[src/rtl/uart_pkg.sv]
// Shared UART definitions: receiver state encoding, timing helpers and parity.
package uart_pkg;

  typedef enum logic [2:0] {IDLE, START, DATA, PARITY, STOP} uart_rx_state_t;

  function automatic int cnt_width(input int cycles_per_bit);
    return (cycles_per_bit > 1) ? $clog2(cycles_per_bit) : 1;
  endfunction

  function automatic int half_bit(input int cycles_per_bit);
    return (cycles_per_bit - 1) / 2;
  endfunction

  // Zero-extension is harmless here: unused upper bits do not change the XOR.
  function automatic logic parity_of(input logic [8:0] data, input logic odd);
    return (^data) ^ odd;
  endfunction

endpackage

[src/rtl/uart_sync_vote.sv]
// Two-flop synchroniser for the rx pin plus a 3-sample majority vote
// (two history flops and the live synchronised value).
module uart_sync_vote (
  input  logic clk,
  input  logic rst_n,
  input  logic i_rx,
  output logic o_rx_s,
  output logic o_vote
);

  logic [1:0] r_sync;
  logic [1:0] r_hist;

  always_ff @(posedge clk or negedge rst_n) begin
    if (!rst_n) begin
      r_sync <= 2'b11;
      r_hist <= 2'b11;
    end else begin
      r_sync <= {r_sync[0], i_rx};
      r_hist <= {r_hist[0], r_sync[1]};
    end
  end

  assign o_rx_s = r_sync[1];
  assign o_vote = (r_hist[1] & r_hist[0]) |
                  (r_hist[1] & r_sync[1]) |
                  (r_hist[0] & r_sync[1]);

endmodule

[src/rtl/uart_rx_cfg.sv]
// Parametrised UART receiver: configurable width, optional parity, 1/2 stop
// bits, majority-voted sampling, parity and framing error flags.
module uart_rx_cfg
  import uart_pkg::*;
#(
  parameter int CYCLES_PER_BIT = 104,
  parameter int DATA_BITS      = 8,
  parameter int PARITY_EN      = 0,
  parameter int PARITY_ODD     = 0,
  parameter int STOP_BITS      = 1
) (
  input  logic                 clk,
  input  logic                 rst_n,
  input  logic                 rx,
  output logic                 done,
  output logic [DATA_BITS-1:0] out,
  output logic                 parity_err,
  output logic                 frame_err,
  output logic                 busy
);

  // state  | meaning
  // IDLE   | line idle, waiting for a low rx_s
  // START  | half-bit wait, then re-check start bit (glitch filter)
  // DATA   | one window per payload bit, LSB first
  // PARITY | one window, compare vote with expected parity
  // STOP   | STOP_BITS windows; last one issues done

  localparam int CW = cnt_width(CYCLES_PER_BIT);
  localparam int IW = $clog2(DATA_BITS + 1);
  localparam logic [CW-1:0] C_HALF = CW'(half_bit(CYCLES_PER_BIT));
  localparam logic [CW-1:0] C_LAST = CW'(CYCLES_PER_BIT - 1);
  localparam logic [IW-1:0] C_LAST_DATA = IW'(DATA_BITS - 1);
  localparam logic [IW-1:0] C_LAST_STOP = IW'(STOP_BITS - 1);
  localparam logic          C_ODD = (PARITY_ODD != 0);

  uart_rx_state_t       r_state;
  logic [CW-1:0]        r_cnt;
  logic [IW-1:0]        r_idx;
  logic [DATA_BITS-1:0] r_shift;
  logic                 r_par_bad;
  logic                 r_frm_bad;
  logic                 r_done;
  logic [DATA_BITS-1:0] r_out;
  logic                 r_perr;
  logic                 r_ferr;

  logic w_rx_s;
  logic w_vote;
  logic w_at_end;

  uart_sync_vote u_sync_vote (
    .clk    (clk),
    .rst_n  (rst_n),
    .i_rx   (rx),
    .o_rx_s (w_rx_s),
    .o_vote (w_vote)
  );

  assign w_at_end = (r_cnt == C_LAST);

  always_ff @(posedge clk or negedge rst_n) begin
    if (!rst_n) begin
      r_state   <= IDLE;
      r_cnt     <= '0;
      r_idx     <= '0;
      r_shift   <= '0;
      r_par_bad <= 1'b0;
      r_frm_bad <= 1'b0;
      r_done    <= 1'b0;
      r_out     <= '0;
      r_perr    <= 1'b0;
      r_ferr    <= 1'b0;
    end else begin
      r_done <= 1'b0;
      case (r_state)
        IDLE: begin
          r_cnt     <= '0;
          r_idx     <= '0;
          r_par_bad <= 1'b0;
          r_frm_bad <= 1'b0;
          if (!w_rx_s) r_state <= START;
        end
        START: begin
          if (r_cnt == C_HALF) begin
            r_cnt   <= '0;
            r_state <= w_rx_s ? IDLE : DATA;
          end else begin
            r_cnt <= r_cnt + CW'(1);
          end
        end
        DATA: begin
          if (w_at_end) begin
            r_cnt <= '0;
            // Shift in from the top so the first (LSB) bit ends at position 0.
            r_shift <= {w_vote, r_shift[DATA_BITS-1:1]};
            if (r_idx == C_LAST_DATA) begin
              r_idx   <= '0;
              r_state <= (PARITY_EN != 0) ? PARITY : STOP;
            end else begin
              r_idx <= r_idx + IW'(1);
            end
          end else begin
            r_cnt <= r_cnt + CW'(1);
          end
        end
        PARITY: begin
          if (w_at_end) begin
            r_cnt     <= '0;
            r_par_bad <= (w_vote != parity_of(9'(r_shift), C_ODD));
            r_state   <= STOP;
          end else begin
            r_cnt <= r_cnt + CW'(1);
          end
        end
        STOP: begin
          if (w_at_end) begin
            r_cnt <= '0;
            if (!w_vote) r_frm_bad <= 1'b1;
            if (r_idx == C_LAST_STOP) begin
              r_idx   <= '0;
              r_done  <= 1'b1;
              r_out   <= r_shift;
              r_perr  <= r_par_bad;
              r_ferr  <= r_frm_bad | ~w_vote;
              r_state <= IDLE;
            end else begin
              r_idx <= r_idx + IW'(1);
            end
          end else begin
            r_cnt <= r_cnt + CW'(1);
          end
        end
        default: r_state <= IDLE;
      endcase
    end
  end

  assign done       = r_done;
  assign out        = r_out;
  assign parity_err = r_perr;
  assign frame_err  = r_ferr;
  assign busy       = (r_state != IDLE);

endmodule
[config.mk]
export PLATFORM = sky130hd
export DESIGN_NAME = uart_rx_cfg
export DESIGN_NICKNAME = d
export VERILOG_FILES = /design/src/rtl/uart_pkg.sv /design/src/rtl/uart_sync_vote.sv /design/src/rtl/uart_rx_cfg.sv
export SDC_FILE = /design/constraint.sdc
export NUM_CORES = 1
export LEC_CHECK = 0
export ABC_CLOCK_PERIOD_IN_PS = 4650
export CAP_MARGIN = 40
export CORE_ASPECT_RATIO = 1.75
export CORE_MARGIN = 5
export CORE_UTILIZATION = 55
export CTS_CLUSTER_DIAMETER = 200
export DETAILED_ROUTE_END_ITERATION = 16
export PLACE_DENSITY = 0.75
export SYNTH_ARGS = -nofsm -noshare
export SYNTH_HDL_FRONTEND = slang
export SYNTH_HIERARCHICAL = 1
export SYNTH_SLANG_ARGS = --single-unit
[constraint.sdc]
create_clock -name clk -period 4.65 [get_ports clk]
set_input_delay 0.6975 -clock clk [delete_from_list [all_inputs] [get_ports clk]]
set_output_delay 0.6975 -clock clk [all_outputs]
set_load 0.05 [all_outputs]
==> flow_summary.json <==
{
  "status": "completed",
  "fp.dieW_um": 54.8,
  "vdd.ir_drop.worst_uv": 238,
  "yosysUniqueCellTypes": 43,
  "initial_core_util_pct": 56.8,
  "die-area_um2": 4840,
  "seq_area_frac_synth_pct": 50.8,
  "io_buffers": 14,
  "ys_async_sr_fraction_pct": 100,
  "min_path_type": "reg2reg",
  "worstMarginPinSlew_ns": 0.838,
  "finalMaxSlewViolations": 0,
  "cts_buffers": 5,
  "start_kind": "flop",
  "vias": 1319,
  "ys_seq_elements": 39,
  "place.gp.congestion": 0.847,
  "cap_violations": 0,
  "core.rowCount": 28,
  "setup_viol": 0,
  "synth-edff-count": 0,
  "grt_overflow": 0,
  "drive_gt1_share_pct": 21.8,
  "nets": 184,
  "relSlewSlack_pct": 44.1,
  "avgSynthCellArea_um2": 11.8,
  "grtUsageTotal_pct": 19.3,
  "powerDensity_nw_per_um2": 265,
  "cts_tree": "built",
  "grt_max_degree": 40,
  "crit_type": "reg2out",
  "timing.final.crit_share_pct": 60.6,
  "cp.required_ns": 3.95,
  "postCtsSetupRepairBufs": 0,
  "synthCells": 164,
  "yosys_warnings": 6,
  "drc": 0,
  "clockBufferDepth": 2,
  "postCtsResizedCells": 0,
  "leakagePower_nw": 0.932,
  "clock-sinks": 39,
  "r2r_start": "r_idx[1]",
  "ant_nets": 0,
  "fin_cells": 224,
  "cp.arrival_ns": 2.12,
  "syn_area_um2": 1930,
  "wire_per_inst_um": 16.5,
  "drt_iter0_markers": 42,
  "dp_hpwl_mm": 2.58,
  "diodes": 0,
  "yosysTopAreaCell": "dfrtp_1",
  "cp-end-kind": "primary output",
  "skew_ns": 0.0115,
  "ios": 15,
  "path_clk_slew_ns": 0.08,
  "worstHoldStart": "u_sync_vote/r_sync[0]",
  "die_h_um": 88.4,
  "syn2layout_area_growth_pct": 11.7,
  "ctsHoldBuffers": 0,
  "worstSkewPairLatency_ns": 0.29,
  "final_hold_viol_count": 0,
  "routed_via_density": 5.89,
  "syn_nets": 170,
  "dp_cells": 216,
  "grt_pass1_wl_mm": 6.80,
  "cts_root_buf": "clkbuf_8",
  "rsz0062_at_grt": "no",
  "fmax_mhz": 355,
  "firstDrtPassIters": 4,
  "synth.area.top_cells": "dfrtp_1 (45%), mux2_2 (11%), dfstp_2 (5.4%), xnor2_1 (2.7%), nor4_4 (2.2%)",
  "tns_ns": 0,
  "synthFlopType": "dfrtp_1",
  "grt_pass1_vias": 1437,
  "synth_top_area_share_pct": 45.4,
  "antenna_found_initial": 0,
  "wl_mm": 3.69,
  "worstSetupStartpoint": "r_state[0]",
  "htreeDepth": 2,
  "crit_fanout": 16,
  "fin_crit_ns": 2.82,
  "fp.coreArea_um2": 3400
}
-- per-stage QoR --
stage / total power (W) / util [%] / worst slack (ns) / area [um^2] / hold slack, ns
6_report: 0.000572 / 63.4 / 1.83 / 2150 / 0.358
5_1_grt: 0.000599 / 63.4 / 1.76 / 2150 / 0.369
4_1_cts: 0.000578 / 63.4 / 1.82 / 2150 / 0.360
3_5_place_dp: 0.000361 / 61.0 / 2.14 / 2070 / 0.350
3_3_place_gp: 0.000361 / 61.0 / 2.17 / 2070 / 0.346
2_1_floorplan: 0.000352 / - / 2.73 / 1930 / 0.345
-- routing by layer --
metal	vias to the layer above	share of wire, %	track usage (%)
li1	625	-	-
met1	654	39	22.0
met2	30	55	33.1
met3	10	3.4	3.71
met4	0	2.8	9.30
met5	-	0	0
-- state kept, by name, summed over array words and instances (netlist names) --
signal and count:
out 8, r_shift 8, r_cnt 7, r_idx 4, r_state 3, u_sync_vote/r_hist 2, u_sync_vote/r_sync 2, done 1
frame_err 1, parity_err 1, r_frm_bad 1, r_par_bad 1
-- logic make-up after synthesis --
| group | after synthesis | synth area share [%] |
|---|---|---|
| adders and majority gates | 4 | 2.53 |
| buffers and inverters | 12 | 3.44 |
| muxes | 19 | 11.0 |
| AOI/OAI and AO/OA | 30 | 10.4 |
| xor gates and xnor gates | 11 | 5.71 |
| and+or+nand+nor | 49 | 16.0 |
| DFF | 39 | 50.8 |
-- cells in the mapped netlist (2+ instances only) --
cell	instances
clkbuf_1	2
nand3_1	5
a31oi_1	5
ha_1	3
a31o_2	3
and3b_1	2
nand4_1	6
o21ai_0	7
o21a_1	2
buf_2	2
dfstp_2	4
xor2_1	4
xnor2_1	6
or3_1	4
nor3b_1	2
inv_1	3
nor4_4	2
buf_6	2
dfrtp_1	35
mux2_2	18
a21oi_1	5
nand2_1	9
nor3_1	2
nand2b_1	4
nor2_1	9
-- critical path: stages (launching register included) --
cell and delay [ns]:
dfrtp_1 0.59, or3_1 0.51, clkdlybuf4s50_1 0.72
-- final cells by class --
type	instances	area (um^2)
inverters	5	18.8
clock buffers	7	76.3
multi-input cells	113	882
fillers	276	1240
repair buffers	14	135
clock inverters	1	5.00
flip-flops and latches	39	981
well taps	45	56.3
-- final timing paths --
check | cells past startpoint | endpoint | slack, ns
max | 2 | busy | 1.83
min | 0 | u_sync_vote/r_sync[1] | 0.36
max reg2reg | 6 | out[7] | 2.24
min reg2reg | 0 | u_sync_vote/r_sync[1] | 0.36
max in group asynchronous | 1 | frame_err | 3.61
min in group asynchronous | 1 | r_idx[3] | 0.50
-- cell usage in the layout, fill, tap and decap left out, types with 5 or more instances in the layout --
| cell | synthesis | layout |
|---|---|---|
| a21oi_1 | 5 | 5 |
| a31oi_1 | 5 | 5 |
| clkbuf_8 | 0 | 5 |
| clkdlybuf4s50_1 | 0 | 13 |
| dfrtp_1 | 35 | 35 |
| mux2_2 | 18 | 18 |
| nand2_1 | 9 | 9 |
| nand3_1 | 5 | 5 |
| nand4_1 | 6 | 6 |
| nor2_1 | 9 | 9 |
| o21ai_0 | 7 | 7 |
| xnor2_1 | 6 | 6 |
-- power breakdown --
part / internal, W / total (W) / switching [W] / leakage, nW
Combinational: 0.00000267 / 0.0000105 / 0.00000788 / 0.373
Clock: 0.000105 / 0.000218 / 0.000113 / 0.0422
Sequential: 0.000342 / 0.000343 / 0.00000108 / 0.516
Total: 0.000450 / 0.000572 / 0.000122 / 0.932
Power figures use the tool's default switching activity.
